`config.mk`:
```
export PLATFORM = sky130hd
export DESIGN_NAME = serial_adder_flat
export DESIGN_NICKNAME = d
export VERILOG_FILES = /design/src/rtl/serial_adder_if.sv /design/src/rtl/serial_adder.sv /design/src/flat_wrapper.sv
export SDC_FILE = /design/constraint.sdc
export NUM_CORES = 1
export LEC_CHECK = 0
export BUFFER_PORTS_ARGS = -buffer_cell sky130_fd_sc_hd__buf_2
export CAP_MARGIN = 15
export CORE_ASPECT_RATIO = 1.1
export CORE_MARGIN = 4
export CORE_UTILIZATION = 35
export DETAILED_ROUTE_END_ITERATION = 12
export PLACE_DENSITY = 0.56
export REMOVE_ABC_BUFFERS = 1
export SLEW_MARGIN = 20
export SYNTH_ARGS = -nofsm -noshare
export SYNTH_HDL_FRONTEND = slang
export SYNTH_SLANG_ARGS = --single-unit
```
`constraint.sdc`:
```
create_clock -name clk -period 2.2 [get_ports clk]
set_clock_uncertainty 0.1 [all_clocks]
set_input_delay 0.44 -clock clk [delete_from_list [all_inputs] [get_ports clk]]
set_output_delay 0.44 -clock clk [all_outputs]
set_load 0.005 [all_outputs]
```
`src/rtl/serial_adder_if.sv`:
```
// Handshake and operand/result bundle for the bit-serial adder.
// The bench drives the master side and the adder sits on the slave side.
interface serial_adder_if #(
  parameter int WIDTH = 4
);
  logic             start;
  logic [WIDTH-1:0] a;
  logic [WIDTH-1:0] b;
  logic             cin;
  logic [WIDTH-1:0] s;
  logic             cout;
  logic             busy;
  logic             done;

  modport master (output start, a, b, cin, input s, cout, busy, done);
  modport slave  (input start, a, b, cin, output s, cout, busy, done);
endinterface

```
`src/rtl/serial_adder.sv`:
```
// Bit-serial adder: {cout,s} = a + b + cin, one bit per clock, LSB first,
// through a single full-adder slice and a carry flop.
module serial_adder #(
  parameter int WIDTH = 4
) (
  input logic          clk,
  input logic          rst,
  serial_adder_if.slave bus
);

  localparam int CNT_W = (WIDTH > 2) ? $clog2(WIDTH) : 1;

  typedef enum logic [1:0] {
    IDLE = 2'd0,
    RUN  = 2'd1,
    DONE = 2'd2
  } state_t;

  state_t           state;
  state_t           state_next;
  logic             load;
  logic             step;
  logic             last_bit;

  logic [WIDTH-1:0] op_a;
  logic [WIDTH-1:0] op_b;
  logic [WIDTH-1:0] res;
  logic             carry;
  logic [CNT_W-1:0] cnt;
  logic [WIDTH-1:0] s_reg;
  logic             cout_reg;

  logic             sum_bit;
  logic             carry_next;

  function automatic logic fa_sum(input logic x, input logic y, input logic c);
    return x ^ y ^ c;
  endfunction

  function automatic logic fa_carry(input logic x, input logic y, input logic c);
    return (x & y) | (x & c) | (y & c);
  endfunction

  // Full-adder slice always works on the current LSB of the shifting operands.
  assign sum_bit    = fa_sum(op_a[0], op_b[0], carry);
  assign carry_next = fa_carry(op_a[0], op_b[0], carry);
  assign last_bit   = (cnt == CNT_W'(WIDTH - 1));

  always_ff @(posedge clk) begin
    if (rst) state <= IDLE;
    else     state <= state_next;
  end

  always_comb begin
    state_next = state;
    load       = 1'b0;
    step       = 1'b0;
    unique case (state)
      IDLE: begin
        if (bus.start) begin
          load       = 1'b1;
          state_next = RUN;
        end
      end
      RUN: begin
        step = 1'b1;
        if (last_bit) state_next = DONE;
      end
      DONE: begin
        if (bus.start) begin
          load       = 1'b1;
          state_next = RUN;
        end else begin
          state_next = IDLE;
        end
      end
      default: state_next = IDLE;
    endcase
  end

  // Result is assembled MSB-in so that after WIDTH shifts bit 0 lands at position 0;
  // s/cout only update on the final bit so partial sums are never visible.
  always_ff @(posedge clk) begin
    if (rst) begin
      carry    <= 1'b0;
      cnt      <= '0;
      s_reg    <= '0;
      cout_reg <= 1'b0;
    end else if (load) begin
      op_a  <= bus.a;
      op_b  <= bus.b;
      carry <= bus.cin;
      cnt   <= '0;
    end else if (step) begin
      op_a  <= op_a >> 1;
      op_b  <= op_b >> 1;
      res   <= {sum_bit, res[WIDTH-1:1]};
      carry <= carry_next;
      cnt   <= cnt + CNT_W'(1);
      if (last_bit) begin
        s_reg    <= {sum_bit, res[WIDTH-1:1]};
        cout_reg <= carry_next;
      end
    end
  end

  assign bus.s    = s_reg;
  assign bus.cout = cout_reg;
  assign bus.busy = (state == RUN);
  assign bus.done = (state == DONE);

endmodule

```
`src/flat_wrapper.sv`:
```
// flat-port wrapper written by rule: the top's interface ports become plain ports
module serial_adder_flat 
#(
  parameter int WIDTH = 4
)
  (clk, rst, bus_start, bus_a, bus_b, bus_cin, bus_s, bus_cout, bus_busy, bus_done);
  serial_adder_if #(.WIDTH(WIDTH)) bus_i ();
  input logic clk;
  input logic rst;
  input wire logic [$bits(bus_i.start)-1:0] bus_start;
  input wire logic [$bits(bus_i.a)-1:0] bus_a;
  input wire logic [$bits(bus_i.b)-1:0] bus_b;
  input wire logic [$bits(bus_i.cin)-1:0] bus_cin;
  output wire logic [$bits(bus_i.s)-1:0] bus_s;
  output wire logic [$bits(bus_i.cout)-1:0] bus_cout;
  output wire logic [$bits(bus_i.busy)-1:0] bus_busy;
  output wire logic [$bits(bus_i.done)-1:0] bus_done;
  assign bus_i.start = bus_start;
  assign bus_i.a = bus_a;
  assign bus_i.b = bus_b;
  assign bus_i.cin = bus_cin;
  assign bus_s = bus_i.s;
  assign bus_cout = bus_i.cout;
  assign bus_busy = bus_i.busy;
  assign bus_done = bus_i.done;
  serial_adder #(.WIDTH(WIDTH)) u_core (.clk(clk), .rst(rst), .bus(bus_i));
endmodule
```
==> summary.txt, run 1 <==
Outcome
  • Outcome: finished clean

Synth
  • Synth Warn #: 0
  • Post-synthesis compound-gate area fraction: 0.0290
  • Synth Register Bits: 21
  • Sequential element share of the synthesized area: 0.614
  • Distinct cells, synth: 22
  • Post-synthesis simple-gate area fraction: 0.191
  • Post-Synth XOR/XNOR Area: 0.0101
  • Mux cell area share after synthesis: 0.0812
  • Synth Cell Area: around 860 µm²
  • Post-synthesis adder-cell area fraction: 0.0377
  • Mapped Cells: 75
  • Syn_area_per_cell: about 12 µm²
  • Dominant cell type by area after synthesis: edfxtp_1
  • Largest family of logic cells by synthesized area: simple AND/OR/NAND/NOR gates
  • Synth top area share: 0.383
  • Top cells by area, synth: edfxtp_1 38%, dfxtp_1 23%, mux2i_1 8.1%

Timing
  • Final setup violation count: 0
  • Slew Viols, Final: 0
  • Fmax: between 0.5 and 0.6 GHz
  • Worst-margin pin slew: 598 ps
  • RSZ-0062 raised after global routing: false
  • Final min period: between 1500 and 2000 ps
  • Relative max-transition margin: 0.600
  • Final Hold Fails: 0
  • Post-Route Setup TNS: 0 ps
  • Tcrit/Tclk final: 0.762

CTS
  • Post-CTS resize count: 0
  • Clock insertion delay at the later pin of the skew report: a little under 300 ps
  • CTS tree: built
  • Clock Tree Buf Depth: 2
  • Root buffer cell: clkbuf_4
  • Setup bufs post-CTS: 0
  • Hold_buf cts: 0
  • H-tree depth: 1
  • CTS clk-pin slew, worst paths: about 110 ps
  • Cts bufs inserted: 3
  • Clock Sinks: 21

Placement
  • Detailed Place HPWL: approximately 1100 µm
  • Port bufs: 18
  • Final RePlAce weighted congestion: 0.698
  • Placed inst area: 971 µm²

Global route
  • Vias in the first global route: just under 600
  • Initial antenna violation count: 0
  • First-pass GRT wire length: between 2000 and 2500 µm
  • Grt total ovfl: 0
  • Total Routing Usage GR: 0.0959
  • Largest net degree at the start of global routing: 12

Route
  • Top Layer Used: met4
  • Routed length per instance: between 10 and 15 µm
  • Drt pass-1 iters: 2
  • Met1 wire length: ~620 µm
  • 1st-iter DRT viols: 4
  • DRT Wirelength: approximately 1400 µm
  • Routed met3 length: between 70 and 80 µm
  • DRC violations left: 0
  • Final ANT Viol Nets: 0
  • Met2 WL: roughly 680 µm
  • Vias per cell: approximately 4.5
  • Vias: about 560

Worst setup path
  • Worst EP required: 1660 ps
  • Crit path max fanout: 7
  • Reg2reg setup slack: about 760 ps
  • Critical path type: reg2out
  • Critical Path AT: about 1100 ps
  • Crit path launch type: flop
  • Setup crit end kind: output pin

Floorplanning
  • Die Ht: around 60 µm
  • Core area: roughly 0.0023 mm²
  • Num ports: 19
  • Row count: 18
  • Initial core utilization: 0.376
  • Die width: 55.4 µm
  • Die ar.: 0.00333 mm²

Hold path
  • Min-Delay Path Class: in2reg

Cells and area
  • Design Area, Final: approximately 1000 µm²
  • # nets final: between 100 and 150
  • Layout Utilization: 0.434
  • Most frequent cells in the layout: 18 x nand2_1, 18 x buf_2, 11 x edfxtp_1
  • Area delta synth->final: 15.5%
  • Layout cells sized above 1: 0.266
  • Fill cell count: about 260
  • Diode count: 0

Run
  • Max cap viols: 0

Power and ir drop
  • Leak Pwr: slightly below 0.5 nW
  • PD cells: around 690 mW/mm²
  • Peak VDD IR: 310 µV
  • Power Total: 0.689 mW
-- critical path, stage by stage, from the launching register on --
cell and delay [ps]:
dfxtp_1 410, nand2b_1 230, inv_1 90, buf_2 110
-- kinds of logic (layout without fill, tap and decap cells) --
| kind of cell | count (synthesis) | count (layout) |
|---|---|---|
| and+or+nand+nor | 36 | 36 |
| muxes | 7 | 7 |
| buffers and inverters | 5 | 24 |
| xor gates and xnor gates | 1 | 1 |
| adders and majority gates | 2 | 2 |
| DFF | 21 | 21 |
| AOI/OAI and AO/OA | 3 | 3 |
-- stage by stage --
stage | hold WS, ps | setup WS (ps) | cells
CTS | 287 | 493 | 124
floorplan | 326 | 603 | 71
global placement | 341 | 685 | 120
detailed placement | 358 | 667 | 120
global route | 297 | 373 | 124
finish | 300 | 523 | 124
-- synth_stat cells --
cell / n
buf_2: 1
nor2b_1: 1
nor3_1: 2
ha_1: 1
a211oi_2: 1
dfxtp_1: 10
a21oi_1: 1
nor2_1: 8
and2_1: 3
o21a_1: 1
mux2i_1: 7
buf_6: 1
inv_1: 1
nand2_1: 18
clkbuf_1: 1
and2b_2: 1
edfxtp_1: 11
nand3b_2: 1
buf_4: 1
nand2b_1: 2
fa_1: 1
xor2_1: 1
-- report_power, final --
part | leakage [nW] | total, mW | switching, mW | internal, mW
clock | 0.0150 | 0.176 | 0.105 | 0.0704
combinational | 0.283 | 0.0678 | 0.0381 | 0.0297
sequential | 0.185 | 0.445 | 0.00911 | 0.436
-- cell type report --
| class | instances | area, µm² | share of cell area |
|---|---|---|---|
| clock buffer | 4 | 26.3 | 0.0263 |
| inverter | 1 | 3.75 | 0.00376 |
| multi-input combinational | 49 | 302 | 0.302 |
| sequential | 21 | 531 | 0.532 |
| tap | 30 | 37.5 | 0.0376 |
| timing repair buffer | 19 | 97.6 | 0.0979 |
-- metal layers --
metal,vias to the layer above,GRT usage
met4,0,0.0625
met5,-,0
met2,15,0.174
met3,2,0.0216
li1,289,-
met1,249,0.101
-- final timing paths --
check,from,cells after the start,endpoint
setup / recovery,u_core.state[0]$_SDFFE_PP0P_,3,bus_busy
hold / removal,bus_a[2],3,u_core.op_a[2]$_DFFE_PP_
setup reg to reg,u_core.state[0]$_SDFFE_PP0P_,3,u_core.op_b[1]$_DFFE_PP_
hold reg to reg,u_core.res[3]$_DFFE_PP_,0,u_core.res[2]$_DFFE_PP_
Note: power is estimated with default switching activity, not from simulation.
==> inputs of run 2 (changes only) <==
Clock period 2.2 ns to 1.6 ns, I/O delays scaled along.
==> run 2 against run 1 <==
Against the previous run: worst setup slack got worse by 400 ps; via count fell by 1.1%; global-route usage shrank 0.91 points; sequential share of layout area down 0.47 points; largest power group unchanged; combinational power rose by 43%; clock power grew 36%; critical endpoint unchanged; largest cell class unchanged; critical path depth stayed put; clock-buffer cell count unchanged; hold slack worse by 120 ps; design area is 1.1% higher; sequential power is 38% higher; sequential cell count stayed put.
==> summary.txt, run 2 (same netlist as run 1, synthesis figures left out) <==
CTS
  • Clock Sinks: 21
  • Clock insertion delay at the later pin of the skew report: 290 ps
  • CTS clk-pin slew, worst paths: ~100 ps
  • Hold_buf cts: 0
  • Cts bufs inserted: 3
  • H-tree depth: 1
  • Clock Tree Buf Depth: 2
  • Root buffer cell: clkbuf_4
  • CTS tree: built
  • Setup bufs post-CTS: 0

Timing
  • Post-Route Setup TNS: 0 ps
  • Final setup violation count: 0
  • Fmax: around 0.68 GHz
  • Slew Viols, Final: 0
  • Final min period: ~1500 ps
  • Relative max-transition margin: 0.604
  • RSZ-0062 raised after global routing: false
  • Hold slack: 184 ps
  • Tcrit/Tclk final: 0.922
  • Final Hold Fails: 0
  • Worst-margin pin slew: about 590 ps

Worst setup path
  • Critical path origin: u_core.state[1]$_SDFFE_PP0P_
  • Reg2reg setup slack: about 290 ps
  • Crit path largest cell delay: around 330 ps
  • Crit path launch type: flop
  • Crit path max fanout: 7
  • Critical Path AT: roughly 1100 ps
  • Slowest cell on the critical path: dfxtp_1
  • Reg-to-Reg End: u_core.op_a[3]$_SDFFCE_PN0P_
  • Setup crit end kind: output pin
  • Setup crit end: bus_busy
  • Critical path type: reg2out
  • Cell family with most CP delay: flip-flops
  • Crit-path cells: nand2b_2, inv_1, buf_2
  • Worst EP required: 1180 ps
  • FF-to-FF Start: u_core.state[1]$_SDFFE_PP0P_
  • WP buf/inv: 2
  • R2R depth: 3
  • Stages on worst setup path: 3

Route
  • Vias: between 500 and 600
  • DRC violations left: 0
  • DRT Wirelength: around 1400 µm
  • Routed length per instance: about 11 µm
  • Final ANT Viol Nets: 0
  • Drt pass-1 iters: 3
  • Vias per cell: roughly 4.4
  • 1st-iter DRT viols: 6

Cells and area
  • Register area: roughly 530 µm²
  • Layout cells sized above 1: 0.295
  • Most frequent cells in the layout: 18 x nand2_1, 18 x buf_2, 11 x edfxtp_1
  • # nets final: 110
  • Area delta synth->final: 16.8%
  • Fill cell count: 253
  • Post-Layout Cell Count: around 130
  • Diode count: 0
  • Footprint of the multi-input gates: ~300 µm²

Floorplanning
  • Die ar.: approximately 0.0033 mm²
  • Initial core utilization: 0.376
  • Row count: 18
  • Die Ht: around 60 µm
  • Core area: roughly 0.0023 mm²
  • Num ports: 19
  • Die width: about 55 µm

Global route
  • Vias in the first global route: between 500 and 600
  • Total Routing Usage GR: 0.0869
  • Met3 Use GR: 0.0194
  • Global routing met2 resource utilization: 0.149
  • Initial antenna violation count: 0
  • Grt total ovfl: 0
  • Largest net degree at the start of global routing: 12
  • Grt peak-use layer: met2
  • Met1 usage: 0.108
  • First-pass GRT wire length: 2300 µm

Outcome
  • Outcome: finished clean

Placement
  • Placed Cells: 121
  • Port bufs: 18
  • Detailed Place HPWL: a little over 1000 µm
  • Final RePlAce weighted congestion: 0.718

Power and ir drop
  • Leak Pwr: 0.488 nW
  • Peak VDD IR: 439 µV
  • PD cells: 942 mW/mm²

Hold path
  • Worst min-delay path startpoint: bus_a[1]
  • Min-Delay Path Class: in2reg

Run
  • Max cap viols: 0
## run 2: metrics by stage
step            util  power (mW)  worst slack (ps)  cell area, µm²
2_1_floorplan      -       0.681              18.9             836
3_3_place_gp   0.426       0.721               213             978
3_5_place_dp   0.426       0.723               195             978
4_1_cts        0.438       0.969              69.8            1010
5_1_grt        0.439        1.01              40.3            1010
6_report       0.439       0.950               124            1010
## run 2: layout make-up
| cell class | count | share of cell area |
|---|---|---|
| tap | 30 | 0.0372 |
| inverter | 1 | 0.00372 |
| clock buffer | 4 | 0.0261 |
| sequential | 21 | 0.527 |
| multi-input combinational | 49 | 0.301 |
| timing repair buffer | 20 | 0.104 |
## run 2: worst min-delay path, stage by stage
cell and delay [ps]:
buf_2 70, nand2_1 40, nand2_1 40
## run 2: repair_timing
item	4_1_cts	5_1_grt
setup endpoints to repair	1	1
gates resized for setup	1	1
pin swaps	0	0
## run 2: power breakdown
part | internal [mW] | total (mW) | switching [mW]
Clock | 0.0968 | 0.240 | 0.143
Sequential | 0.600 | 0.613 | 0.0127
Combinational | 0.0438 | 0.0970 | 0.0531
## run 2: worst min path at each step
| stage | slack (ps) | end | cells past startpoint |
|---|---|---|---|
| final | 180 | u_core.op_a[1]$_DFFE_PP_ | 3 |
| after global placement | 350 | u_core.res[1]$_DFFE_PP_ | 0 |
| after CTS | 170 | u_core.op_a[1]$_DFFE_PP_ | 3 |
| after global routing | 180 | u_core.op_b[2]$_DFFE_PP_ | 3 |
| after detailed placement | 350 | u_core.res[1]$_DFFE_PP_ | 0 |
| after floorplan | 280 | u_core.carry$_SDFFE_PP0P_ | 1 |
## run 2: per-layer routing
metal	vias to the layer above	routed length [µm]	part of all wire
met3	0	87	0.064
met5	-	0	0
met4	0	0	0
li1	288	-	-
met1	246	650	0.48
met2	15	621	0.46
==> inputs of run 3 (changes only) <==
Settings changed: ABC_AREA set to 1, CORE_ASPECT_RATIO 1.1 to not set, CORE_UTILIZATION 35 to 30, PLACE_DENSITY 0.56 to 0.49.
==> run 3 against run 2 <==
Against the previous run: first-iteration DRC count rose to 4.2 times the previous value; critical path type unchanged; largest power group unchanged; highest routed layer is now met4; sequential share of layout area is 2.0 points lower; area after synthesis rose by 3.9%.
==> summary.txt, run 3 <==
Outcome
  • Outcome: finished clean

Worst setup path
  • Critical path type: reg2out
  • R2R depth: 4
  • Crit path launch type: flop
  • Worst EP required: between 1000 and 1500 ps
  • Reg2reg setup slack: roughly 270 ps
  • Reg-to-Reg End: u_core.op_b[2]$_DFFE_PP_
  • Setup crit end: bus_busy
  • Setup crit end kind: output pin
  • Critical Path AT: between 1000 and 1500 ps
  • Crit path max fanout: 8
  • Critical path origin: u_core.state[0]$_SDFFE_PP0P_
  • FF-to-FF Start: u_core.state[0]$_SDFFE_PP0P_

Cells and area
  • Leading cell type in the layout, fill and taps excluded: nand2_1
  • Area delta synth->final: 16.5%
  • Footprint of the multi-input gates: around 300 µm²
  • Layout cells sized above 1: 0.215
  • Fill cell count: 291
  • Most frequent cells in the layout: 29 x nand2_1, 18 x nor2_1, 18 x buf_2
  • Layout Utilization: 0.372
  • Register area: around 530 µm²
  • # nets final: between 100 and 150
  • Diode count: 0

Synth
  • Number of synthesized flops with an enable pin: 11
  • Post-synthesis simple-gate area fraction: 0.271
  • Post-synthesis adder-cell area fraction: 0.0363
  • Post-Synth XOR/XNOR Area: 0.00976
  • Top cells by area, synth: edfxtp_1 37%, dfxtp_1 22%, nand2_1 12%
  • Mapped Cells: between 90 and 100
  • Main synth FF type: edfxtp_1
  • Distinct cells, synth: 16
  • Synth Warn #: 0
  • Post-synth top cells: 29 x nand2_1, 18 x nor2_1, 11 x edfxtp_1, 11 x inv_1, 10 x dfxtp_1
  • Async S/R FF share, synth: 0
  • Dominant cell type by area after synthesis: edfxtp_1
  • Most common cell in the synthesized netlist: nand2_1
  • Syn_area_per_cell: approximately 9.1 µm²
  • Post-synthesis compound-gate area fraction: 0.0167
  • Mux cell area share after synthesis: 0
  • Synth top area share: 0.368
  • Largest family of logic cells by synthesized area: simple AND/OR/NAND/NOR gates
  • Synth Register Bits: 21
  • Sequential element share of the synthesized area: 0.591
  • Synth Cell Area: 897 µm²

Placement
  • Detailed Place HPWL: approximately 1100 µm
  • Final RePlAce weighted congestion: 0.703
  • Port bufs: 18
  • Setup WS pre-CTS: roughly 280 ps

Timing
  • Worst-margin pin slew: ~270 ps
  • RSZ-0062 raised after global routing: false
  • Final min period: between 1000 and 1500 ps
  • PnR worst setup slack: roughly 130 ps
  • Fmax: between 0.6 and 0.7 GHz
  • Slew Viols, Final: 0
  • Final setup violation count: 0
  • Final Hold Fails: 0
  • Relative max-transition margin: 0.817
  • Hold slack: between 100 and 150 ps
  • Tcrit/Tclk final: 0.921

Route
  • Vias per cell: between 4 and 5
  • DRT Wirelength: approximately 1600 µm
  • DRC violations left: 0
  • 1st-iter DRT viols: 25
  • Routed length per instance: between 10 and 15 µm
  • Vias: 646
  • Final ANT Viol Nets: 0
  • Drt pass-1 iters: 4

Power and ir drop
  • PD cells: about 920 mW/mm²
  • Leak Pwr: 0.514 nW
  • Peak VDD IR: about 460 µV
  • Power Total: a little under 1 mW

CTS
  • Hold_buf cts: 0
  • Post-CTS resize count: 0
  • Setup bufs post-CTS: 0
  • Cts bufs inserted: 3
  • H-tree depth: 1
  • Clock Tree Buf Depth: 2
  • CTS tree: built
  • CTS clk-pin slew, worst paths: between 100 and 150 ps
  • Clock insertion delay at the later pin of the skew report: 290 ps
  • Root buffer cell: clkbuf_4
  • Clock Sinks: 21

Floorplanning
  • Initial core utilization: 0.320
  • Row count: 19
  • Core area: 0.00281 mm²
  • Die width: approximately 63 µm
  • Die ar.: about 0.0039 mm²
  • Num ports: 19
  • Die Ht: 62.7 µm

Global route
  • Total Routing Usage GR: 0.0885
  • First-pass GRT wire length: ~2800 µm
  • Initial antenna violation count: 0
  • Largest net degree at the start of global routing: 14
  • Grt total ovfl: 0
  • Vias in the first global route: between 600 and 700

Hold path
  • Min-Delay Path Class: in2reg

Run
  • Max cap viols: 0
## run 3: changes by cell type in the layout (fill, tap and decap cells not counted), sizes merged, moves of 7 or more
| cell | previous run | this run |
|---|---|---|
| inv | 1 | 12 |
| mux2i | 7 | 0 |
| nand2 | 18 | 30 |
| nand3 | 0 | 7 |
| nor2 | 8 | 19 |
## run 3: where the power goes
group / internal [mW] / leakage (nW) / switching (mW)
clock: 0.0970 / 0.0150 / 0.150
sequential: 0.600 / 0.185 / 0.0122
combinational: 0.0427 / 0.314 / 0.0611
total: 0.739 / 0.514 / 0.223
## run 3: worst min-delay path by stage
stage	from	endpoint	slack, ps	cells past startpoint
3_5_place_dp	u_core.res[3]$_DFFE_PP_	u_core.res[2]$_DFFE_PP_	350	0
4_1_cts	rst	u_core.state[1]$_SDFFE_PP0P_	120	2
3_3_place_gp	u_core.res[2]$_DFFE_PP_	u_core.res[1]$_DFFE_PP_	340	0
5_1_grt	rst	u_core.state[1]$_SDFFE_PP0P_	100	2
6_report	rst	u_core.state[1]$_SDFFE_PP0P_	130	2
2_1_floorplan	rst	u_core.state[1]$_SDFFE_PP0P_	290	1
## run 3: layer usage
metal / wire [µm] / GRT usage / vias up
li1: - / - / 352
met1: 759 / 0.108 / 275
met2: 682 / 0.141 / 17
met3: 107 / 0.0396 / 2
met4: 13 / 0.0248 / 0
met5: 0 / 0 / -
## run 3: through the flow
| step | setup TNS [ps] | std cells | cell area, µm² |
|---|---|---|---|
| 5_1_grt | 0 | 152 | 1040 |
| 6_report | 0 | 152 | 1040 |
| 3_5_place_dp | 0 | 148 | 1020 |
| 4_1_cts | 0 | 152 | 1040 |
| 2_1_floorplan | -718 | 97 | 875 |
| 3_3_place_gp | 0 | 148 | 1020 |
## run 3: final cells by class
| type | count | share of cell area |
|---|---|---|
| Multi-Input combinational cell | 64 | 0.286 |
| Sequential cell | 21 | 0.508 |
| Tap cell | 31 | 0.0371 |
| Clock buffer | 4 | 0.0251 |
| Inverter | 12 | 0.0431 |
| Timing Repair Buffer | 20 | 0.101 |
## run 3: kinds of logic after synthesis
| group | count (synthesis) |
|---|---|
| flip-flops | 21 |
| XOR/XNOR | 1 |
| AO/OA/AOI/OAI | 3 |
| adder cells (fa/ha/maj) | 2 |
| AND/OR/NAND/NOR | 58 |
| buffers and inverters | 14 |
## run 3: worst max-delay path, cell delays in order, from the launching register on
cell	delay, ps
dfxtp_1	410
inv_2	110
nor2_4	120
buf_2	120
